## config.mk

```make
export PLATFORM = sky130hd
export DESIGN_NAME = ras_ctrl_flat
export DESIGN_NICKNAME = d
export VERILOG_FILES = /design/src/rtl/ras_pkg.sv /design/src/rtl/ras_ctrl_if.sv /design/src/rtl/ras_ckpt_table.sv /design/src/rtl/ras_ctrl_chk.sv /design/src/rtl/ras_ctrl.sv /design/src/flat_wrapper.sv
export SDC_FILE = /design/constraint.sdc
export NUM_CORES = 1
export LEC_CHECK = 0
export CAP_MARGIN = 0
export CORE_AREA = 3 3 108 110
export CTS_BUF_LIST = sky130_fd_sc_hd__clkbuf_16
export CTS_CLUSTER_DIAMETER = 40
export DETAILED_ROUTE_END_ITERATION = 7
export DIE_AREA = 0 0 111 113
export MAX_ROUTING_LAYER = met4
export PLACE_DENSITY = 0.69
export SYNTH_ARGS = -nofsm -noshare
export SYNTH_HDL_FRONTEND = slang
export SYNTH_SLANG_ARGS = --single-unit
export TNS_END_PERCENT = 20
```

## constraint.sdc

```tcl
create_clock -name clk_in -period 1.65 [get_ports clk_in]
set_input_delay 0.2475 -clock clk_in [delete_from_list [all_inputs] [get_ports clk_in]]
set_output_delay 0.2475 -clock clk_in [all_outputs]
set_load 0.1 [all_outputs]
```

## src/rtl/ras_pkg.sv

```systemverilog
// ras_pkg: shared configuration, types and helpers for the return-address-stack
// controller slice.
//   STACK_DEPTH / ENTRY_SIZE / NUM_CKPT : controlled stack geometry and checkpoint count
//   TAIL_W / SIZE_W / ID_W              : derived pointer, occupancy and slot-id widths
//   ras_state_e                         : controller FSM states
//   ras_ckpt_t                          : one checkpoint record
// Optional feature macro: RAS_TOP_REPAIR_EN (adds saved top entry and the REPAIR state).
package ras_pkg;

  localparam int STACK_DEPTH = 8;
  localparam int ENTRY_SIZE  = 64;
  localparam int NUM_CKPT    = 4;

  localparam int TAIL_W = $clog2(STACK_DEPTH);
  localparam int SIZE_W = $clog2(STACK_DEPTH + 1);
  localparam int ID_W   = $clog2(NUM_CKPT);

  typedef enum logic [1:0] {
    RUN     = 2'd0,
    RESTORE = 2'd1
`ifdef RAS_TOP_REPAIR_EN
    , REPAIR = 2'd2
`endif
  } ras_state_e;

  typedef struct packed {
    logic [TAIL_W-1:0]     tail;
    logic [SIZE_W-1:0]     size;
`ifdef RAS_TOP_REPAIR_EN
    logic [ENTRY_SIZE-1:0] top;
`endif
  } ras_ckpt_t;

  // Index of the lowest clear bit; 0 when every slot is taken (caller gates with any_free).
  function automatic logic [ID_W-1:0] lowest_free(input logic [NUM_CKPT-1:0] taken);
    logic [ID_W-1:0] idx;
    idx = {ID_W{1'b0}};
    for (int i = NUM_CKPT - 1; i >= 0; i--) begin
      idx = taken[i] ? idx : ID_W'(i);
    end
    return idx;
  endfunction

endpackage

```

## src/rtl/ras_ctrl_if.sv

```systemverilog
// ras_ctrl_if: groups the fetch/predictor, checkpoint and stack-side signals of ras_ctrl.
//   master : front-end + stack side (drives call/ret/ckpt/mispredict requests and stack status)
//   slave  : ras_ctrl (drives stack commands, predictions, checkpoint grant and busy)
interface ras_ctrl_if;
  import ras_pkg::*;

  logic                  call_valid;
  logic [ENTRY_SIZE-1:0] call_ret_addr;
  logic                  ret_valid;
  logic                  ckpt_alloc_valid;
  logic                  ckpt_alloc_ready;
  logic [ID_W-1:0]       ckpt_alloc_id;
  logic                  ckpt_free_valid;
  logic [ID_W-1:0]       ckpt_free_id;
  logic                  mispredict_valid;
  logic [ID_W-1:0]       mispredict_id;
  logic [ENTRY_SIZE-1:0] stack_top;
  logic                  stack_empty;
  logic                  push;
  logic                  pop;
  logic                  restoreTail;
  logic [ENTRY_SIZE-1:0] pushee;
  logic [TAIL_W-1:0]     newTail;
  logic                  pred_valid;
  logic [ENTRY_SIZE-1:0] pred_target;
  logic                  busy;

  modport master (
    output call_valid, call_ret_addr, ret_valid, ckpt_alloc_valid,
           ckpt_free_valid, ckpt_free_id, mispredict_valid, mispredict_id,
           stack_top, stack_empty,
    input  ckpt_alloc_ready, ckpt_alloc_id, push, pop, restoreTail,
           pushee, newTail, pred_valid, pred_target, busy
  );

  modport slave (
    input  call_valid, call_ret_addr, ret_valid, ckpt_alloc_valid,
           ckpt_free_valid, ckpt_free_id, mispredict_valid, mispredict_id,
           stack_top, stack_empty,
    output ckpt_alloc_ready, ckpt_alloc_id, push, pop, restoreTail,
           pushee, newTail, pred_valid, pred_target, busy
  );
endinterface

```

## src/rtl/ras_ckpt_table.sv

```systemverilog
// ras_ckpt_table: checkpoint slots for in-flight speculative branches.
//   clk_in, rst_N_in     : clock, async active-low reset (all slots free)
//   alloc_en/alloc_data  : take the lowest free slot (grant_id) and store alloc_data
//   free_en/free_id      : release one slot at the next edge
//   flush_all            : release every slot at the next edge
//   rd_id/rd_data/rd_valid : combinational read of one slot
//   any_free/grant_id    : free-slot indication and lowest-free index
module ras_ckpt_table
  import ras_pkg::*;
(
  input  logic            clk_in,
  input  logic            rst_N_in,
  input  logic            alloc_en,
  input  ras_ckpt_t       alloc_data,
  input  logic            free_en,
  input  logic [ID_W-1:0] free_id,
  input  logic            flush_all,
  input  logic [ID_W-1:0] rd_id,
  output ras_ckpt_t       rd_data,
  output logic            rd_valid,
  output logic            any_free,
  output logic [ID_W-1:0] grant_id
);

  ras_ckpt_t           slot_q [NUM_CKPT];
  ras_ckpt_t           slot_d [NUM_CKPT];
  logic [NUM_CKPT-1:0] valid_q;
  logic [NUM_CKPT-1:0] valid_d;

  assign any_free = ~(&valid_q);
  // Grant comes from the registered valid bits, so a slot freed this cycle is not re-grantable yet.
  assign grant_id = lowest_free(valid_q);
  assign rd_data  = slot_q[rd_id];
  assign rd_valid = valid_q[rd_id];

  // Next slot contents and valid bits: flush beats alloc, alloc beats free.
  always_comb begin
    valid_d = valid_q;
    for (int i = 0; i < NUM_CKPT; i++) begin
      slot_d[i] = slot_q[i];
      if (flush_all) begin
        valid_d[i] = 1'b0;
      end else if (alloc_en && (grant_id == ID_W'(i))) begin
        valid_d[i] = 1'b1;
        slot_d[i]  = alloc_data;
      end else if (free_en && (free_id == ID_W'(i))) begin
        valid_d[i] = 1'b0;
      end else begin
        valid_d[i] = valid_q[i];
      end
    end
  end

  // Slot storage and valid-bit registers.
  always_ff @(posedge clk_in or negedge rst_N_in) begin
    if (!rst_N_in) begin
      valid_q <= {NUM_CKPT{1'b0}};
      for (int i = 0; i < NUM_CKPT; i++) begin
        slot_q[i] <= '0;
      end
    end else begin
      valid_q <= valid_d;
      for (int i = 0; i < NUM_CKPT; i++) begin
        slot_q[i] <= slot_d[i];
      end
    end
  end

endmodule

```

## src/rtl/ras_ctrl_chk.sv

```systemverilog
// ras_ctrl_chk: property checks on ras_ctrl.
//   run_s          : controller is in RUN
//   mp_slot_valid  : the slot addressed by mispredict_id is live
//   push/pop/restore_tail : stack commands issued this cycle
module ras_ctrl_chk (
  input logic clk_in,
  input logic rst_N_in,
  input logic run_s,
  input logic mispredict_valid,
  input logic mp_slot_valid,
  input logic push,
  input logic pop,
  input logic restore_tail
);

  a_mp_live_slot: assert property (@(posedge clk_in) disable iff (!rst_N_in)
    (run_s && mispredict_valid) |-> mp_slot_valid);

  a_cmd_exclusive: assert property (@(posedge clk_in) disable iff (!rst_N_in)
    restore_tail |-> !(push || pop));

endmodule

```

## src/rtl/ras_ctrl.sv

```systemverilog
// ras_ctrl: return-address-stack controller. Turns call/return predictions into
// push/pop commands, forecasts return targets, checkpoints the stack pointer for
// speculative branches and rewinds the stack on a mispredict.
//   clk_in   : clock, rising edge
//   rst_N_in : asynchronous active-low reset
//   bus      : ras_ctrl_if.slave (call/ret, checkpoint alloc/free, mispredict,
//              stack status in; push/pop/restoreTail/pushee/newTail,
//              pred_valid/pred_target, busy out)
// Optional feature macro: RAS_TOP_REPAIR_EN -- checkpoints also save the top entry
// and a one-cycle REPAIR state rewrites it after RESTORE.
module ras_ctrl
  import ras_pkg::*;
(
  input  logic      clk_in,
  input  logic      rst_N_in,
  ras_ctrl_if.slave bus
);

  localparam logic [SIZE_W-1:0] SIZE_FULL = SIZE_W'(STACK_DEPTH);

  ras_state_e        state_q, state_d;
  logic [TAIL_W-1:0] tail_q, tail_d;
  logic [SIZE_W-1:0] size_q, size_d;
  ras_ckpt_t         pend_q, pend_d;

  logic      run_s, mp_hit_s, call_s, ret_s, pop_run_s, repair_s;
  logic      alloc_en_s, free_en_s, flush_s;
  logic      any_free_s, rd_valid_s;
  ras_ckpt_t alloc_data_s, rd_data_s;

  assign run_s    = (state_q == RUN);
`ifdef RAS_TOP_REPAIR_EN
  assign repair_s = (state_q == REPAIR);
`else
  assign repair_s = 1'b0;
`endif
  // A mispredict only acts in RUN and on a live slot; it then squashes the cycle's other requests.
  assign mp_hit_s  = run_s && bus.mispredict_valid && rd_valid_s;
  assign call_s    = run_s && bus.call_valid && !mp_hit_s;
  assign ret_s     = run_s && bus.ret_valid && !mp_hit_s;
  assign pop_run_s = ret_s && (call_s || !bus.stack_empty);

  assign alloc_en_s = bus.ckpt_alloc_valid && bus.ckpt_alloc_ready && !mp_hit_s;
  assign free_en_s  = run_s && bus.ckpt_free_valid && !mp_hit_s;
  // Entering RESTORE means every younger branch is squashed.
  assign flush_s    = (state_q == RESTORE);

  assign bus.push             = call_s || repair_s;
  assign bus.pop              = pop_run_s || repair_s;
  assign bus.restoreTail      = (state_q == RESTORE);
  assign bus.newTail          = (state_q == RESTORE) ? pend_q.tail : {TAIL_W{1'b0}};
  assign bus.busy             = !run_s;
  assign bus.pred_valid       = run_s && bus.ret_valid && !bus.stack_empty;
  assign bus.pred_target      = bus.stack_top;
  assign bus.ckpt_alloc_ready = run_s && any_free_s;

`ifdef RAS_TOP_REPAIR_EN
  assign bus.pushee = call_s ? bus.call_ret_addr :
                      (repair_s ? pend_q.top : {ENTRY_SIZE{1'b0}});
`else
  assign bus.pushee = call_s ? bus.call_ret_addr : {ENTRY_SIZE{1'b0}};
`endif

  // Checkpoint record: pointers after this cycle's call/ret. The saved top is the
  // value pushed this cycle, else the current top (a same-cycle return leaves it stale).
  always_comb begin
    alloc_data_s      = '0;
    alloc_data_s.tail = tail_d;
    alloc_data_s.size = size_d;
`ifdef RAS_TOP_REPAIR_EN
    alloc_data_s.top  = call_s ? bus.call_ret_addr : bus.stack_top;
`endif
  end

  ras_ckpt_table u_ckpt (
    .clk_in     (clk_in),
    .rst_N_in   (rst_N_in),
    .alloc_en   (alloc_en_s),
    .alloc_data (alloc_data_s),
    .free_en    (free_en_s),
    .free_id    (bus.ckpt_free_id),
    .flush_all  (flush_s),
    .rd_id      (bus.mispredict_id),
    .rd_data    (rd_data_s),
    .rd_valid   (rd_valid_s),
    .any_free   (any_free_s),
    .grant_id   (bus.ckpt_alloc_id)
  );

  // FSM next state and shadow tail/size tracking of the stack.
  always_comb begin
    state_d = state_q;
    tail_d  = tail_q;
    size_d  = size_q;
    pend_d  = pend_q;
    case (state_q)
      RUN: begin
        if (mp_hit_s) begin
          pend_d  = rd_data_s;
          state_d = RESTORE;
        end else if (call_s && ret_s) begin
          // Top entry replaced in place: pointers do not move.
          tail_d = tail_q;
          size_d = size_q;
        end else if (call_s) begin
          // Full stack overwrites its oldest entry, so size saturates while tail wraps.
          tail_d = tail_q + TAIL_W'(1);
          size_d = (size_q == SIZE_FULL) ? size_q : size_q + SIZE_W'(1);
        end else if (pop_run_s) begin
          tail_d = tail_q - TAIL_W'(1);
          size_d = (size_q == SIZE_W'(0)) ? size_q : size_q - SIZE_W'(1);
        end else begin
          tail_d = tail_q;
          size_d = size_q;
        end
      end
      RESTORE: begin
        tail_d = pend_q.tail;
        size_d = pend_q.size;
`ifdef RAS_TOP_REPAIR_EN
        state_d = REPAIR;
`else
        state_d = RUN;
`endif
      end
`ifdef RAS_TOP_REPAIR_EN
      REPAIR: begin
        state_d = RUN;
      end
`endif
      default: begin
        state_d = RUN;
      end
    endcase
  end

  // FSM state, shadow pointers and the latched checkpoint being restored.
  always_ff @(posedge clk_in or negedge rst_N_in) begin
    if (!rst_N_in) begin
      state_q <= RUN;
      tail_q  <= {TAIL_W{1'b0}};
      size_q  <= {SIZE_W{1'b0}};
      pend_q  <= '0;
    end else begin
      state_q <= state_d;
      tail_q  <= tail_d;
      size_q  <= size_d;
      pend_q  <= pend_d;
    end
  end

  ras_ctrl_chk u_chk (
    .clk_in           (clk_in),
    .rst_N_in         (rst_N_in),
    .run_s            (run_s),
    .mispredict_valid (bus.mispredict_valid),
    .mp_slot_valid    (rd_valid_s),
    .push             (bus.push),
    .pop              (bus.pop),
    .restore_tail     (bus.restoreTail)
  );

endmodule

```

## src/flat_wrapper.sv

```systemverilog
// flat-port wrapper written by rule: the top's interface ports become plain ports
module ras_ctrl_flat import ras_pkg::*;
  (clk_in, rst_N_in, bus_call_valid, bus_call_ret_addr, bus_ret_valid, bus_ckpt_alloc_valid, bus_ckpt_free_valid, bus_ckpt_free_id, bus_mispredict_valid, bus_mispredict_id, bus_stack_top, bus_stack_empty, bus_ckpt_alloc_ready, bus_ckpt_alloc_id, bus_push, bus_pop, bus_restoreTail, bus_pushee, bus_newTail, bus_pred_valid, bus_pred_target, bus_busy);
  ras_ctrl_if bus_i ();
  input  logic clk_in;
  input  logic rst_N_in;
  input wire logic [$bits(bus_i.call_valid)-1:0] bus_call_valid;
  input wire logic [$bits(bus_i.call_ret_addr)-1:0] bus_call_ret_addr;
  input wire logic [$bits(bus_i.ret_valid)-1:0] bus_ret_valid;
  input wire logic [$bits(bus_i.ckpt_alloc_valid)-1:0] bus_ckpt_alloc_valid;
  input wire logic [$bits(bus_i.ckpt_free_valid)-1:0] bus_ckpt_free_valid;
  input wire logic [$bits(bus_i.ckpt_free_id)-1:0] bus_ckpt_free_id;
  input wire logic [$bits(bus_i.mispredict_valid)-1:0] bus_mispredict_valid;
  input wire logic [$bits(bus_i.mispredict_id)-1:0] bus_mispredict_id;
  input wire logic [$bits(bus_i.stack_top)-1:0] bus_stack_top;
  input wire logic [$bits(bus_i.stack_empty)-1:0] bus_stack_empty;
  output wire logic [$bits(bus_i.ckpt_alloc_ready)-1:0] bus_ckpt_alloc_ready;
  output wire logic [$bits(bus_i.ckpt_alloc_id)-1:0] bus_ckpt_alloc_id;
  output wire logic [$bits(bus_i.push)-1:0] bus_push;
  output wire logic [$bits(bus_i.pop)-1:0] bus_pop;
  output wire logic [$bits(bus_i.restoreTail)-1:0] bus_restoreTail;
  output wire logic [$bits(bus_i.pushee)-1:0] bus_pushee;
  output wire logic [$bits(bus_i.newTail)-1:0] bus_newTail;
  output wire logic [$bits(bus_i.pred_valid)-1:0] bus_pred_valid;
  output wire logic [$bits(bus_i.pred_target)-1:0] bus_pred_target;
  output wire logic [$bits(bus_i.busy)-1:0] bus_busy;
  assign bus_i.call_valid = bus_call_valid;
  assign bus_i.call_ret_addr = bus_call_ret_addr;
  assign bus_i.ret_valid = bus_ret_valid;
  assign bus_i.ckpt_alloc_valid = bus_ckpt_alloc_valid;
  assign bus_i.ckpt_free_valid = bus_ckpt_free_valid;
  assign bus_i.ckpt_free_id = bus_ckpt_free_id;
  assign bus_i.mispredict_valid = bus_mispredict_valid;
  assign bus_i.mispredict_id = bus_mispredict_id;
  assign bus_i.stack_top = bus_stack_top;
  assign bus_i.stack_empty = bus_stack_empty;
  assign bus_ckpt_alloc_ready = bus_i.ckpt_alloc_ready;
  assign bus_ckpt_alloc_id = bus_i.ckpt_alloc_id;
  assign bus_push = bus_i.push;
  assign bus_pop = bus_i.pop;
  assign bus_restoreTail = bus_i.restoreTail;
  assign bus_pushee = bus_i.pushee;
  assign bus_newTail = bus_i.newTail;
  assign bus_pred_valid = bus_i.pred_valid;
  assign bus_pred_target = bus_i.pred_target;
  assign bus_busy = bus_i.busy;
  ras_ctrl u_core (.clk_in(clk_in), .rst_N_in(rst_N_in), .bus(bus_i));
endmodule
```

==> impl.org <==
** Routing
- Number of search-and-repair iterations in the first detailed-routing pass :: 4
- Vias per cell :: 4.76
- # DRC :: 0
- Initial drt markers :: 231
- Average wire length per cell after detail routing :: 19.3 µm
- Wirelength, routed :: 10200 µm
- Count of vias placed by the detailed router :: 2513
- Count of antenna-violating nets left after detailed routing :: 0

** Floorplan
- Top Ports :: 279
- Die outline area :: 12500 µm²
- Initial Util :: 0.214
- The core region is 10800 µm².
- The die is 113 µm tall.
- The floorplan has 38 rows.
- In this run the horizontal extent of the chip is 111 µm.

** Synthesis
- Area share of and/or/nand/nor cells after synthesis :: 0.267
- Adder-cell share of the synthesized area :: 0.0109
- Leading cell types by total area after synthesis :: sky130_fd_sc_hd__dfrtp_1 (25%), sky130_fd_sc_hd__buf_4 (21%), sky130_fd_sc_hd__and3_1 (18%)
- Total of warnings raised by yosys :: 0
- Xor/xnor share of the synthesized area :: 0
- Counting every instance in the synthesized netlist gives 270.
- Count of unique library cells instantiated by Yosys :: 40
- Of the synthesized area, sequential elements account for 0.250.
- After synthesis, the share of cell area in mux cells is 0.0727.
- The synthesized design contains 23 register bits.
- Of the post-synthesis cell area, the dominant cell type holds 0.250.
- Netlist Area Pre-Place :: 2300 µm²
- Syn nets :: 412
- The post-synthesis compound-gate area fraction was 0.144.
- Largest area contributor in the synthesized netlist :: sky130_fd_sc_hd__dfrtp_1
- After synthesis, the largest family of logic cells by area is simple AND/OR/NAND/NOR gates.
- Each instance of the synthesized netlist takes up on average 8.54 µm².

** Clock tree
- Clock network latency to the later pin of the worst-skew pair :: 260 ps
- CTS tree :: built
- CTS clk-pin slew, worst paths :: 60 ps
- Counting along the longest clock path gives a buffer depth of 2.
- Clock buffer count from CTS :: 3
- CTS placed an instance of sky130_fd_sc_hd__clkbuf_16 at the clock tree root.
- Clock H-tree levels :: 1
- Clock sink count :: 23

** Setup path
- Endpoint of the most critical register-to-register path :: u_core.u_ckpt.valid_q[0]
- Along the worst path, the maximum fanout reaches 8.
- Signal arrival time at the worst endpoint :: 1780 ps
- The critical path in this run is classified as register to output port.
- CP endpoint kind :: output port
- Setup slack on the worst reg-to-reg path comes out at -160 ps.
- Depth of the worst register-to-register path :: 6
- The most critical setup path has its endpoint at bus_pushee[40].
- At the worst endpoint, the required time is 1400 ps.
- Tracing the worst setup path back leads to its startpoint at u_core.state_q[0].
- The worst register-to-register path begins at u_core.u_ckpt.valid_q[0].
- Startpoint types :: register

** Hold path
- In this run the worst hold path is classified as input port to asynchronous set/reset pin.

** Outcome
- Violations in the final reports :: negative setup slack
- The run finished, with violations left.

** GRT
- Across every metal layer, demand over resource in global routing totals 0.146.
- Vias in the first global route :: 2509
- Total grt overflow :: 0
- The initial antenna violation count is 0.
- Maximum number of pins on one net before global-route repair :: 70
- Wire length of the first global-routing pass :: 14400 µm

** Timing
- At the pin with the least slew margin, the transition time is 318 ps.
- Slew Limit Fails :: 0
- Derived from the worst setup path, the maximum achievable clock frequency is 494 MHz.
- Dividing the final minimum period by the clock period gives 1.23.
- Setup repair after global routing could not meet its margin everywhere.
- For the finished layout, the period the worst path requires is 2020 ps.
- Measured against its own limit, the worst slew margin works out to 0.788.
- Number of failing hold endpoints at the final stage :: 0
- Post-route setup TNS :: -23500 ps
- Clk_skew :: 2.09 ps
- Worst setup slack after layout :: -373 ps
- Final setup violation count :: 71

** Finish
- Compared with the post-synthesis result, the final layout area differs by 129%.
- Final core utilization :: 0.490
- Commonest cells after routing, fill and taps aside :: sky130_fd_sc_hd__buf_12 (79), sky130_fd_sc_hd__clkdlybuf4s50_1 (71), sky130_fd_sc_hd__and3_4 (65)
- Excluding fillers, the count of instances in the completed layout stands at 528.
- Of the cells placed in the final design, the portion with a size suffix greater than 1 is 0.588.
- Design area :: 5290 µm²
- At the end of the flow, the number of nets in the layout was 531.
- Leading cell type in the layout, fill and taps excluded :: sky130_fd_sc_hd__buf_12
- The repair_antennas step left the layout with diodes totalling 0.

** Power and ir drop
- Power spread over the standard cell area amounts to 1670 nW/µm².
- The completed layout was analyzed and its total power is 8.84 mW.
- The worst-case IR drop observed on VDD is 0.893 mV.
- The analysis attributes to cell leakage a power of 2.13 nW.

** Place
- Including well taps, the total number of placed cells is 512.
- Input and output buffers added on the ports amount to 150.
- Routability-driven placement finished with a final weighted congestion of 0.873.
- Final HPWL DP :: 7390 µm
- Dpl cell area :: 4690 µm²

** Flow run
- Across the run, the number of max-cap violations was 0.
-- cells in the mapped netlist (all sizes together) --
| cell type | count |
|---|---|
| o21ai | 5 |
| nand3 | 1 |
| a2111oi | 1 |
| or3 | 2 |
| buf | 69 |
| nor3 | 1 |
| mux4 | 3 |
| mux2 | 3 |
| and3 | 65 |
| o211ai | 2 |
| and2 | 4 |
| and4b | 1 |
| nand2b | 4 |
| mux2i | 3 |
| a41oi | 1 |
| inv | 5 |
| nand2 | 7 |
| or4b | 2 |
| dfrtp | 23 |
| o221ai | 1 |
| o32ai | 1 |
| a211oi | 1 |
| o221a | 1 |
| a21oi | 7 |
| o311ai | 1 |
| a31o | 1 |
| nand3b | 2 |
| clkbuf | 15 |
| or2 | 1 |
| nor2b | 1 |
| and3b | 1 |
| nor2 | 9 |
| ha | 2 |
| a31oi | 22 |
| o22a | 1 |
| a21boi | 1 |
-- cell type report --
type	instances	area, µm²
clock inverter	1	5.00
sequential	23	581
fill	887	5510
timing repair buffer	198	2780
tap	140	175
clock buffer	3	75.1
multi-input combinational	158	1650
inverter	5	21.3
-- stage by stage --
stage	hold WS, ps	setup slack [ps]
detailed placement	496	-702
CTS	350	-361
global placement	496	-677
global route	379	-400
finish	342	-373
floorplan	-48.1	-555
-- sequential cells by signal, indices dropped and copies added, names as in the netlist --
| name | count |
|---|---|
| u_core.tail_q | 3 |
| u_core.u_ckpt.slot_q | 12 |
| u_core.state_q | 1 |
| u_core.pend_q | 3 |
| u_core.u_ckpt.valid_q | 4 |
-- layer usage --
layer,GRT usage,part of all wire,wire [µm],vias to the layer above
met5,-,0,0,-
met4,0.0624,0.029,291,0
met3,0.0171,0.058,589,39
met2,0.274,0.56,5650,111
met1,0.155,0.36,3630,1207
li1,-,-,-,1156
-- worst max-delay path: stages, from the launching register on --
cell,delay (ps)
sky130_fd_sc_hd__dfrtp_4,520
sky130_fd_sc_hd__inv_4,110
sky130_fd_sc_hd__o221a_4,230
sky130_fd_sc_hd__buf_12,130
sky130_fd_sc_hd__clkbuf_16,150
sky130_fd_sc_hd__and3_4,190
sky130_fd_sc_hd__buf_12,170
-- logic make-up (layout without fill, tap and decap cells) --
logic type	count (synthesis)	count (layout)
buf+inv	89	207
compound gates	46	46
simple gates	101	101
mux	9	9
fa+ha+maj	2	2
flops	23	23
-- worst min-delay path by stage --
stage | slack, ps | cells past startpoint | start | to
3_5_place_dp | 500 | 0 | bus_stack_top[18] | bus_pred_target[18]
4_1_cts | 350 | 2 | rst_N_in | u_core.u_ckpt.valid_q[2]
2_1_floorplan | -50 | 0 | rst_N_in | u_core.pend_q[4]
3_3_place_gp | 500 | 0 | bus_stack_top[18] | bus_pred_target[18]
6_report | 340 | 2 | rst_N_in | u_core.state_q[0]
5_1_grt | 380 | 2 | rst_N_in | u_core.state_q[0]
-- power by group --
group / internal [mW] / switching [mW]
Clock: 0.327 / 0.211
Combinational: 3.10 / 4.13
Sequential: 0.857 / 0.225
-- repair_timing --
| item | CTS | global route |
|---|---|---|
| hold buffers | 0 | 0 |
| resized for setup | 55 | 27 |
| buffers inserted | 5 | 3 |
| pin swaps | 20 | 47 |
| endpoints found under the setup margin | 91 | 91 |
| gates cloned | 3 | 2 |
No activity file was read; power rests on OpenSTA's default activity.
